**config.mk**
```make
export PLATFORM = sky130hd
export DESIGN_NAME = prefetch_issue_queue_flat
export DESIGN_NICKNAME = d
export VERILOG_FILES = /design/src/rtl/prefetch_issue_queue_if.sv /design/src/rtl/prefetch_issue_queue.sv /design/src/flat_wrapper.sv
export SDC_FILE = /design/constraint.sdc
export NUM_CORES = 1
export LEC_CHECK = 0
export CAP_MARGIN = 10
export CORE_MARGIN = 2
export CORE_UTILIZATION = 53
export CTS_CLUSTER_SIZE = 20
export DETAILED_ROUTE_END_ITERATION = 8
export PLACE_DENSITY = 0.76
export SYNTH_ARGS = -nofsm -noshare
export SYNTH_HDL_FRONTEND = slang
export SYNTH_SLANG_ARGS = --single-unit
```
**constraint.sdc**
```tcl
create_clock -name clk -period 2.8 [get_ports clk]
set_clock_uncertainty 0.2 [all_clocks]
set_input_delay 0.28 -clock clk [delete_from_list [all_inputs] [get_ports clk]]
set_output_delay 0.28 -clock clk [all_outputs]
set_load 0.02 [all_outputs]
```
**src/rtl/prefetch_issue_queue_if.sv**
```systemverilog
// rtl/prefetch_issue_queue_if.sv - demand/prefetch inputs and memory-issue outputs of the prefetch issue queue
interface prefetch_issue_queue_if #(
  parameter int ADDR_W = 16,
  parameter int DEPTH  = 4
);
  localparam int CNT_W = $clog2(DEPTH) + 1;

  logic              memAccess;
  logic [ADDR_W-1:0] memAddress;
  logic              memRequest;
  logic [ADDR_W-1:0] requestAddress;
  logic              issueValid;
  logic [ADDR_W-1:0] issueAddr;
  logic              issuePrefetch;
  logic              pfDropped;
  logic              demandOverrun;
  logic [CNT_W-1:0]  queueCount;

  modport master (
    output memAccess, memAddress, memRequest, requestAddress,
    input  issueValid, issueAddr, issuePrefetch, pfDropped, demandOverrun, queueCount
  );

  modport slave (
    input  memAccess, memAddress, memRequest, requestAddress,
    output issueValid, issueAddr, issuePrefetch, pfDropped, demandOverrun, queueCount
  );
endinterface

```
**src/rtl/prefetch_issue_queue.sv**
```systemverilog
// rtl/prefetch_issue_queue.sv - prefetch FIFO merged with demand accesses onto one memory port
// Optional macro PF_STATS_EN adds saturating pfIssuedCnt/pfDroppedCnt outputs.
module prefetch_issue_queue #(
  parameter int DEPTH   = 4,
  parameter int ADDR_W  = 16,
  parameter int MEM_LAT = 3
) (
  input  logic                  clk,
  input  logic                  reset,
  prefetch_issue_queue_if.slave bus
`ifdef PF_STATS_EN
  ,
  output logic [15:0]           pfIssuedCnt,
  output logic [15:0]           pfDroppedCnt
`endif
);
  localparam int PW = $clog2(DEPTH) + 1;
  localparam int IW = $clog2(DEPTH);
  localparam int CW = (MEM_LAT > 1) ? $clog2(MEM_LAT) : 1;

  typedef enum logic {IDLE, BUSY} state_t;

  state_t            state, state_nxt;
  logic [CW-1:0]     busy_cnt, busy_cnt_nxt;
  logic [ADDR_W-1:0] fifo_addr [DEPTH];
  logic [DEPTH-1:0]  fifo_vld, vld_nxt, sq_mask;
  logic [PW-1:0]     head, tail, vld_count;
  logic [IW-1:0]     head_idx, tail_idx;
  logic              d_pend;
  logic [ADDR_W-1:0] d_addr, cand_addr;
  logic              empty, full, head_ok, skip, idle;
  logic              issue_d, issue_a, issue_f, issue, pop, push, drop, pf_hit;

  assign head_idx       = head[IW-1:0];
  assign tail_idx       = tail[IW-1:0];
  assign bus.queueCount = vld_count;

  always_comb begin
    empty   = (head == tail);
    full    = (head_idx == tail_idx) && (head[PW-1] != tail[PW-1]);
    head_ok = !empty && fifo_vld[head_idx];
    skip    = !empty && !fifo_vld[head_idx];
    idle    = (state == IDLE);
    issue_d = idle && d_pend;
    issue_a = idle && !d_pend && bus.memAccess;
    issue_f = idle && !d_pend && !bus.memAccess && head_ok;
    issue   = issue_d || issue_a || issue_f;
    // Squashed entries are retired from the head one per cycle without issuing.
    pop     = issue_f || skip;

    pf_hit    = 1'b0;
    sq_mask   = '0;
    vld_count = '0;
    for (int i = 0; i < DEPTH; i++) begin
      if (fifo_vld[i] && fifo_addr[i] == bus.requestAddress) pf_hit = 1'b1;
      if (fifo_vld[i] && fifo_addr[i] == bus.memAddress) sq_mask[i] = bus.memAccess;
      vld_count = vld_count + PW'(fifo_vld[i]);
    end

    drop = bus.memRequest && (pf_hit
                              || (d_pend && d_addr == bus.requestAddress)
                              || (bus.memAccess && bus.memAddress == bus.requestAddress)
                              || (full && !pop));
    push = bus.memRequest && !drop;

    // Push is applied last so a full queue popping and pushing the same slot keeps the new entry.
    vld_nxt = fifo_vld & ~sq_mask;
    if (pop)  vld_nxt[head_idx] = 1'b0;
    if (push) vld_nxt[tail_idx] = 1'b1;

    cand_addr = issue_d ? d_addr : (issue_a ? bus.memAddress : fifo_addr[head_idx]);

    state_nxt    = state;
    busy_cnt_nxt = busy_cnt;
    case (state)
      IDLE: if (issue && MEM_LAT > 1) begin
        state_nxt    = BUSY;
        busy_cnt_nxt = CW'(MEM_LAT - 1);
      end
      BUSY: if (busy_cnt == CW'(1)) state_nxt = IDLE;
            else busy_cnt_nxt = busy_cnt - CW'(1);
      default: state_nxt = IDLE;
    endcase
  end

  always_ff @(posedge clk) begin
    if (reset) begin
      state    <= IDLE;
      busy_cnt <= '0;
    end else begin
      state    <= state_nxt;
      busy_cnt <= busy_cnt_nxt;
    end
  end

  always_ff @(posedge clk) begin
    if (push) fifo_addr[tail_idx] <= bus.requestAddress;
  end

  always_ff @(posedge clk) begin
    if (reset) begin
      head              <= '0;
      tail              <= '0;
      fifo_vld          <= '0;
      d_pend            <= 1'b0;
      d_addr            <= '0;
      bus.issueValid    <= 1'b0;
      bus.issueAddr     <= '0;
      bus.issuePrefetch <= 1'b0;
      bus.pfDropped     <= 1'b0;
      bus.demandOverrun <= 1'b0;
    end else begin
      fifo_vld <= vld_nxt;
      if (pop)  head <= head + PW'(1);
      if (push) tail <= tail + PW'(1);

      if (bus.memAccess && !issue_a) begin
        d_pend <= 1'b1;
        d_addr <= bus.memAddress;
      end else if (issue_d) begin
        d_pend <= 1'b0;
      end
      bus.demandOverrun <= bus.memAccess && d_pend && !issue_d;

      bus.issueValid <= issue;
      if (issue) begin
        bus.issueAddr     <= cand_addr;
        bus.issuePrefetch <= issue_f;
      end
      bus.pfDropped <= drop;
    end
  end

`ifdef PF_STATS_EN
  always_ff @(posedge clk) begin
    if (reset) begin
      pfIssuedCnt  <= '0;
      pfDroppedCnt <= '0;
    end else begin
      if (issue_f && pfIssuedCnt != 16'hFFFF)  pfIssuedCnt  <= pfIssuedCnt + 16'd1;
      if (drop && pfDroppedCnt != 16'hFFFF)    pfDroppedCnt <= pfDroppedCnt + 16'd1;
    end
  end
`endif
endmodule
```
**src/flat_wrapper.sv**
```systemverilog
// flat-port wrapper written by rule: the top's interface ports become plain ports
module prefetch_issue_queue_flat 
#(
  parameter int DEPTH   = 4,
  parameter int ADDR_W  = 16,
  parameter int MEM_LAT = 3
)
  (clk, reset, bus_memAccess, bus_memAddress, bus_memRequest, bus_requestAddress, bus_issueValid, bus_issueAddr, bus_issuePrefetch, bus_pfDropped, bus_demandOverrun, bus_queueCount);
  prefetch_issue_queue_if #(.ADDR_W(ADDR_W), .DEPTH(DEPTH)) bus_i ();
  input  logic clk;
  input  logic reset;
  input wire logic [$bits(bus_i.memAccess)-1:0] bus_memAccess;
  input wire logic [$bits(bus_i.memAddress)-1:0] bus_memAddress;
  input wire logic [$bits(bus_i.memRequest)-1:0] bus_memRequest;
  input wire logic [$bits(bus_i.requestAddress)-1:0] bus_requestAddress;
  output wire logic [$bits(bus_i.issueValid)-1:0] bus_issueValid;
  output wire logic [$bits(bus_i.issueAddr)-1:0] bus_issueAddr;
  output wire logic [$bits(bus_i.issuePrefetch)-1:0] bus_issuePrefetch;
  output wire logic [$bits(bus_i.pfDropped)-1:0] bus_pfDropped;
  output wire logic [$bits(bus_i.demandOverrun)-1:0] bus_demandOverrun;
  output wire logic [$bits(bus_i.queueCount)-1:0] bus_queueCount;
  assign bus_i.memAccess = bus_memAccess;
  assign bus_i.memAddress = bus_memAddress;
  assign bus_i.memRequest = bus_memRequest;
  assign bus_i.requestAddress = bus_requestAddress;
  assign bus_issueValid = bus_i.issueValid;
  assign bus_issueAddr = bus_i.issueAddr;
  assign bus_issuePrefetch = bus_i.issuePrefetch;
  assign bus_pfDropped = bus_i.pfDropped;
  assign bus_demandOverrun = bus_i.demandOverrun;
  assign bus_queueCount = bus_i.queueCount;
  prefetch_issue_queue #(.DEPTH(DEPTH), .ADDR_W(ADDR_W), .MEM_LAT(MEM_LAT)) u_core (.clk(clk), .reset(reset), .bus(bus_i));
endmodule
```
==> impl_metrics.yaml, run 1 <==
run_status:
  status: "finished, final reports clean"
synthesis:
  synth_warnings: 0
  synth_edf_count: 64
  syn_nets: 678
  ys_ff_latch: 116
  synthFlopType: "edfxtp_1"
  seq_area_frac_synth_pct: 43.5
  async_flop_share_pct: 0
  synth_top_area_share_pct: 28.2
  syn_avg_cell_area_um2: 10.8
  yosysTopAreaCell: "edfxtp_1"
  synth_cell_type_count: 51
  ys_top_cells_by_area: "edfxtp_1, dfxtp_1, xnor2_1"
  syn_area_um2: 6810
  syn-instance-count: 630
routing:
  wire_per_inst_um: 22.6
  vias_per_cell: 5.96
  ant_nets: 0
  drc: 0
  drt_wl_total_mm: 21.2
  vias: 5595
  drt_iter0_drc: 760
  detail_route.first_pass.iterations: 8
cts:
  cts_sinks: 116
  cts_buffers: 17
  cts_tree: "built"
  worstSkewPairLatency_ps: 420
  cts_hold_buffers: 0
  path_clk_slew_ps: 50
  clock_path_buffers: 2
  clockRootBuffer: "clkbuf_16"
  htreeDepth: 4
floorplan:
  initial_utilization_pct: 54.2
  dieArea_um2: 13800
  io_pins: 59
  rows: 41
  die_h_um: 117
  dieWidth_um: 117
  core_um2: 12600
global_route:
  overflow: 0
  antenna_found_initial: 0
  grt.total_usage_pct: 31.6
  grt_pass1_vias: 5515
  grt_max_degree: 37
  grt_pass1_wl_mm: 32.1
sta:
  setup_tns_ps: 0
  period_needed_ps: 2690
  maxSlewViolCount: 0
  grt_setup_unrepaired: "false"
  timing.fmax_ghz: 0.371
  setup_violations: 0
  slew-limit-headroom_pct: 53.4
  hold_viol_final: 0
  tightest_slew_ps: 690
  timing.final.crit_share_pct: 96.2
finish:
  antenna_cells: 0
  drive_above_1_share_pct: 21.0
  area_delta_synth_final_pct: 27.5
  nNetsFinal: 802
  layout.cells.most_common: "buf_4"
  post-route-util_pct: 69.0
  fillers: 946
  final_cell_mix: "buf_4, xnor2_1, xor2_1"
pwr:
  leakagePower_nw: 3.11
  peakVddDrop_v: 0.000760
  power_density_nw_per_um2: 651
placement:
  numPortBuffers: 58
  place.gp.congestion: 0.978
  place_hpwl_mm: 16.7
critical_path:
  required_ps: 2320
  cp-end-kind: "output pin"
  crit_path_start_kind: "flop"
  cp_data_arrival_time_ps: 2210
  cp_max_fo: 5
  crit_type: "reg -> out"
flow_run:
  cap_violations: 0
worst_hold_path:
  holdCritPathClass: "in -> reg"
-- registers in the layout, indices dropped and copies added, names as in the netlist, named ones only --
| name | flops |
|---|---|
| u_core.bus.demandOverrun | 1 |
| u_core.bus.issueAddr | 16 |
| u_core.bus.issuePrefetch | 1 |
| u_core.bus.issueValid | 1 |
| u_core.bus.pfDropped | 1 |
| u_core.busy_cnt | 2 |
| u_core.d_addr | 16 |
| u_core.d_pend | 1 |
| u_core.fifo_addr | 64 |
| u_core.fifo_vld | 4 |
| u_core.head | 3 |
| u_core.state | 1 |
| u_core.tail | 3 |
-- metal layers --
layer	share of wire [%]	track usage [%]	vias to the layer above	wire length, µm
li1	-	-	2538	-
met4	2.8	12.2	0	586
met2	48	51.4	265	10300
met1	41	41.3	2763	8630
met5	0	0	-	0
met3	8.0	7.10	29	1710
-- critical path, cell delays in order, from the launching register on --
cell and delay [ps]:
dfxtp_2 420, ha_1 280, fa_1 500, clkdlybuf4s50_1 600
-- worst paths after layout --
kind	depth (start not counted)	endpoint	slack, ps	start
min	1	u_core.fifo_addr[2][8]$_DFFE_PP_	120	bus_requestAddress[8]
min reg2reg	2	u_core.bus.issueAddr[11]$_SDFFE_PP0P_	250	u_core.bus.issueAddr[11]$_SDFFE_PP0P_
max reg2reg	7	u_core.fifo_vld[1]$_SDFF_PP0_	110	u_core.fifo_addr[0][3]$_DFFE_PP_
max	3	bus_queueCount[0]	110	u_core.fifo_vld[1]$_SDFF_PP0_
-- metrics by stage --
step           cells  hold slack [ps]  power [mW]  area [µm²]  setup slack, ps
5_1_grt          939              114        5.85        8680             6.78
4_1_cts          937              165        5.65        8650             96.3
3_3_place_gp     905              244        3.44        8050             -242
6_report         939              122        5.65        8680              107
3_5_place_dp     905              247        3.48        8050             -323
2_1_floorplan    630              179        2.95        6810              245
-- synth_stat cells, types with 4 or more instances --
library cell and n:
nor4b_1 6, buf_2 8, edfxtp_1 64, clkbuf_1 31, dfxtp_1 52, ha_1 11
nor2_1 13, nor4_1 24, buf_6 6, nand2_1 66, a222oi_1 16, nand3_1 14
xnor2_1 95, or4_1 6, a21oi_1 42, mux4_2 17, nand4_1 24, nand2b_1 4
xor2_1 69, nor3_1 7, inv_1 6
-- final cells by class --
cell class | instances | area (µm²) | area share [%]
tap | 172 | 215 | 2.48
multi-input combinational | 455 | 3540 | 40.7
timing repair buffer | 158 | 1340 | 15.4
clock inverter | 8 | 97.6 | 1.12
inverter | 6 | 22.5 | 0.260
sequential | 116 | 2960 | 34.2
clock buffer | 24 | 503 | 5.80
-- logic make-up after synthesis --
logic type               Yosys count  synth area share [%]
adder cells (fa/ha/maj)           12                  2.32
buffers and inverters             59                  4.83
XOR/XNOR                         165                  21.3
AO/OA/AOI/OAI                     75                  7.50
flip-flops                       116                  43.5
multiplexers                      17                  5.62
AND/OR/NAND/NOR                  186                  14.9
-- repair_timing --
item	in CTS	in global routing
setup buffers	0	2
gates resized for setup	2	2
pin swaps	0	0
setup endpoints to repair	1	53
-- power by group --
part	switching (mW)	leakage [nW]	internal, mW
clock network	0.756	0.289	1.43
logic	0.763	1.80	0.658
registers	0.106	1.01	1.93
total	1.63	3.11	4.02
(Power assumes the default switching activity.)
==> inputs of run 2 (changes only) <==
--- a/config.mk
+++ b/config.mk
@@ -6,7 +6,7 @@
 export NUM_CORES = 1
 export LEC_CHECK = 0
 export CAP_MARGIN = 10
-export CORE_MARGIN = 2
+export CORE_MARGIN = 3
 export CORE_UTILIZATION = 53
 export CTS_CLUSTER_SIZE = 20
 export DETAILED_ROUTE_END_ITERATION = 8
==> run 2 against run 1 <==
  * Non-clock buffer count is 5 lower
  * Worst hold slack worse by 99 ps
  * First-iteration DRC count is 1.4% lower
  * Sequential power hardly changed
  * Cell area is 0.33% lower
  * Routed wire length is 4.1% higher
  * Utilization is 1.5 points higher
  * Setup slack worse by 92 ps
  * Clock power hardly changed
  * Combinational power hardly changed
  * Critical path depth is 5 higher
==> impl_metrics.yaml, run 2 (synthesis results as in run 1) <==
finish:
  largest_register_ffs: 64
  area_delta_synth_final_pct: 27.0
  top_register: "u_core.fifo_addr"
  drive_above_1_share_pct: 20.9
  fillers: 961
  antenna_cells: 0
  layout.cells.most_common: "xnor2_1"
  post-route-util_pct: 70.5
  top_regs: "u_core.fifo_addr x64, u_core.bus.issueAddr x16, u_core.d_addr x16"
  nNetsFinal: 797
  final_cell_mix: "xnor2_1, buf_4, xor2_1"
critical_path:
  crit_start: "bus_requestAddress[1]"
  cpPeakStageDelay_ps: 580
  required_ps: 2690
  crit_type: "in -> reg"
  r2r-start: "u_core.head[0]$_SDFFE_PP0N_"
  critPathBufInv: 2
  crit_path_start_kind: "input pin"
  cp-end-kind: "flop"
  cp_max_fo: 17
  crit_family: "simple AND/OR/NAND/NOR gates"
  path_cells: "clkdlybuf4s50_1 > buf_4 > xor2_1 > nor4_1 > nand4_1 > o32ai_1 > nor3_2 > and3_4"
  reg2regPathDepth: 5
  cp_slowest_cell: "clkdlybuf4s50_1"
  path_depth: 8
  cp_data_arrival_time_ps: 2670
floorplan:
  io_pins: 59
  initial_utilization_pct: 55.5
  dieArea_um2: 14200
  core_um2: 12300
  die_h_um: 119
  dieWidth_um: 119
  rows: 40
sta:
  maxSlewViolCount: 0
  setup_violations: 0
  grt_setup_unrepaired: "false"
  timing.final.crit_share_pct: 99.4
  timing.fmax_ghz: 0.359
  period_needed_ps: 2780
  hold_viol_final: 0
  tightest_slew_ps: 1240
  slew-limit-headroom_pct: 17.1
run_status:
  status: "finished, final reports clean"
cts:
  path_clk_slew_ps: 60
  worstSkewPairLatency_ps: 410
  clockRootBuffer: "clkbuf_16"
  cts_buffers: 17
  clock_path_buffers: 2
  cts_tree: "built"
  htreeDepth: 4
  cts_hold_buffers: 0
  cts_sinks: 116
worst_hold_path:
  hold_start: "reset"
  min_path_cells: 2
  holdCritPathClass: "in -> reg"
global_route:
  antenna_found_initial: 0
  overflow: 0
  grt_pass1_vias: 5592
  grt_pass1_wl_mm: 33.2
  grt_max_degree: 42
  grt.total_usage_pct: 31.6
placement:
  place.gp.congestion: 0.963
  numPortBuffers: 58
  place_hpwl_mm: 17.1
routing:
  drc: 0
  drt_iter0_drc: 749
  vias: 5626
  wire_per_inst_um: 23.8
  drt_wl_total_mm: 22.1
  vias_per_cell: 6.05
  detail_route.first_pass.iterations: 8
  ant_nets: 0
pwr:
  combPwrFrac_pct: 25.3
  leakagePower_nw: 3.10
  peakVddDrop_v: 0.000499
  pwr-share-clk_pct: 38.6
  p_seq_share_pct: 36.1
  intPower_mw: 3.98
  power_switching_share_pct: 29.8
  switching_power_mw: 1.69
  power_density_nw_per_um2: 656
  fin_total_pwr_mw: 5.67
flow_run:
  cap_violations: 0
[run 2: cell count changes in the layout (fill, tap and decap cells not counted), moves of 2 or more]
cell	delta
buf_4	-6
clkbuf_8	-3
clkinv_2	+2
clkinv_4	+2
[run 2: path summary, 6_finish.rpt]
check	slack (ps)	endpoint
worst max-delay path	20	u_core.fifo_addr[0][9]$_DFFE_PP_
worst min-delay path	20	flop
worst max register to register	50	u_core.fifo_addr[0][9]$_DFFE_PP_
worst min register to register	260	u_core.bus.issueAddr[9]$_SDFFE_PP0P_
[run 2: per-layer routing]
metal  part of all wire [%]  up-vias  global-route usage (%)  wire length, µm
li1                       -     2518                       -                -
met1                     41     2728                    42.2             8970
met2                     47      334                    50.4            10400
met3                    9.1       46                    7.83             2010
met4                    3.0        0                    10.5              671
met5                      0        -                       0                0
[run 2: area by class of cell]
type / count / area (µm²) / share of cell area (%)
tap: 168 / 210 / 2.43
sequential: 116 / 2960 / 34.3
multi-input combinational: 455 / 3540 / 41.0
inverter: 6 / 22.5 / 0.260
timing repair buffer: 153 / 1320 / 15.2
clock inverter: 13 / 159 / 1.84
clock buffer: 19 / 433 / 5.01
[run 2: worst reg2reg max path: cells and delay by family, from the launching register on]
family | cells | cell delay (ps)
multiplexers | 1 | 510
AND/OR/NAND/NOR | 4 | 1330
flip-flops | 1 | 360
[run 2: what timing repair did]
action                     in CTS  in global routing
setup buffers                   0                  3
setup endpoints to repair       1                 52
resized for setup               2                  4
[run 2: power groups by stage]
stage / clock [mW] / sequential (mW) / combinational (mW)
after floorplan: 0 / 2.09 / 0.856
after global placement: 0 / 2.07 / 1.38
after detailed placement: 0 / 2.07 / 1.41
after CTS: 2.20 / 2.04 / 1.42
after global routing: 2.29 / 2.06 / 1.53
final: 2.19 / 2.04 / 1.44
[run 2: through the flow]
stage / hold WS, ps / cell area, µm² / setup WS [ps] / setup TNS, ps / std cells
floorplan: 179 / 6810 / 245 / 0 / 630
global placement: 243 / 8020 / -234 / -13290 / 895
detailed placement: 250 / 8020 / -301 / -18590 / 895
CTS: 0.567 / 8610 / 53.0 / 0 / 927
global route: 25.5 / 8650 / 1.23 / 0 / 930
finish: 22.9 / 8650 / 15.5 / 0 / 930
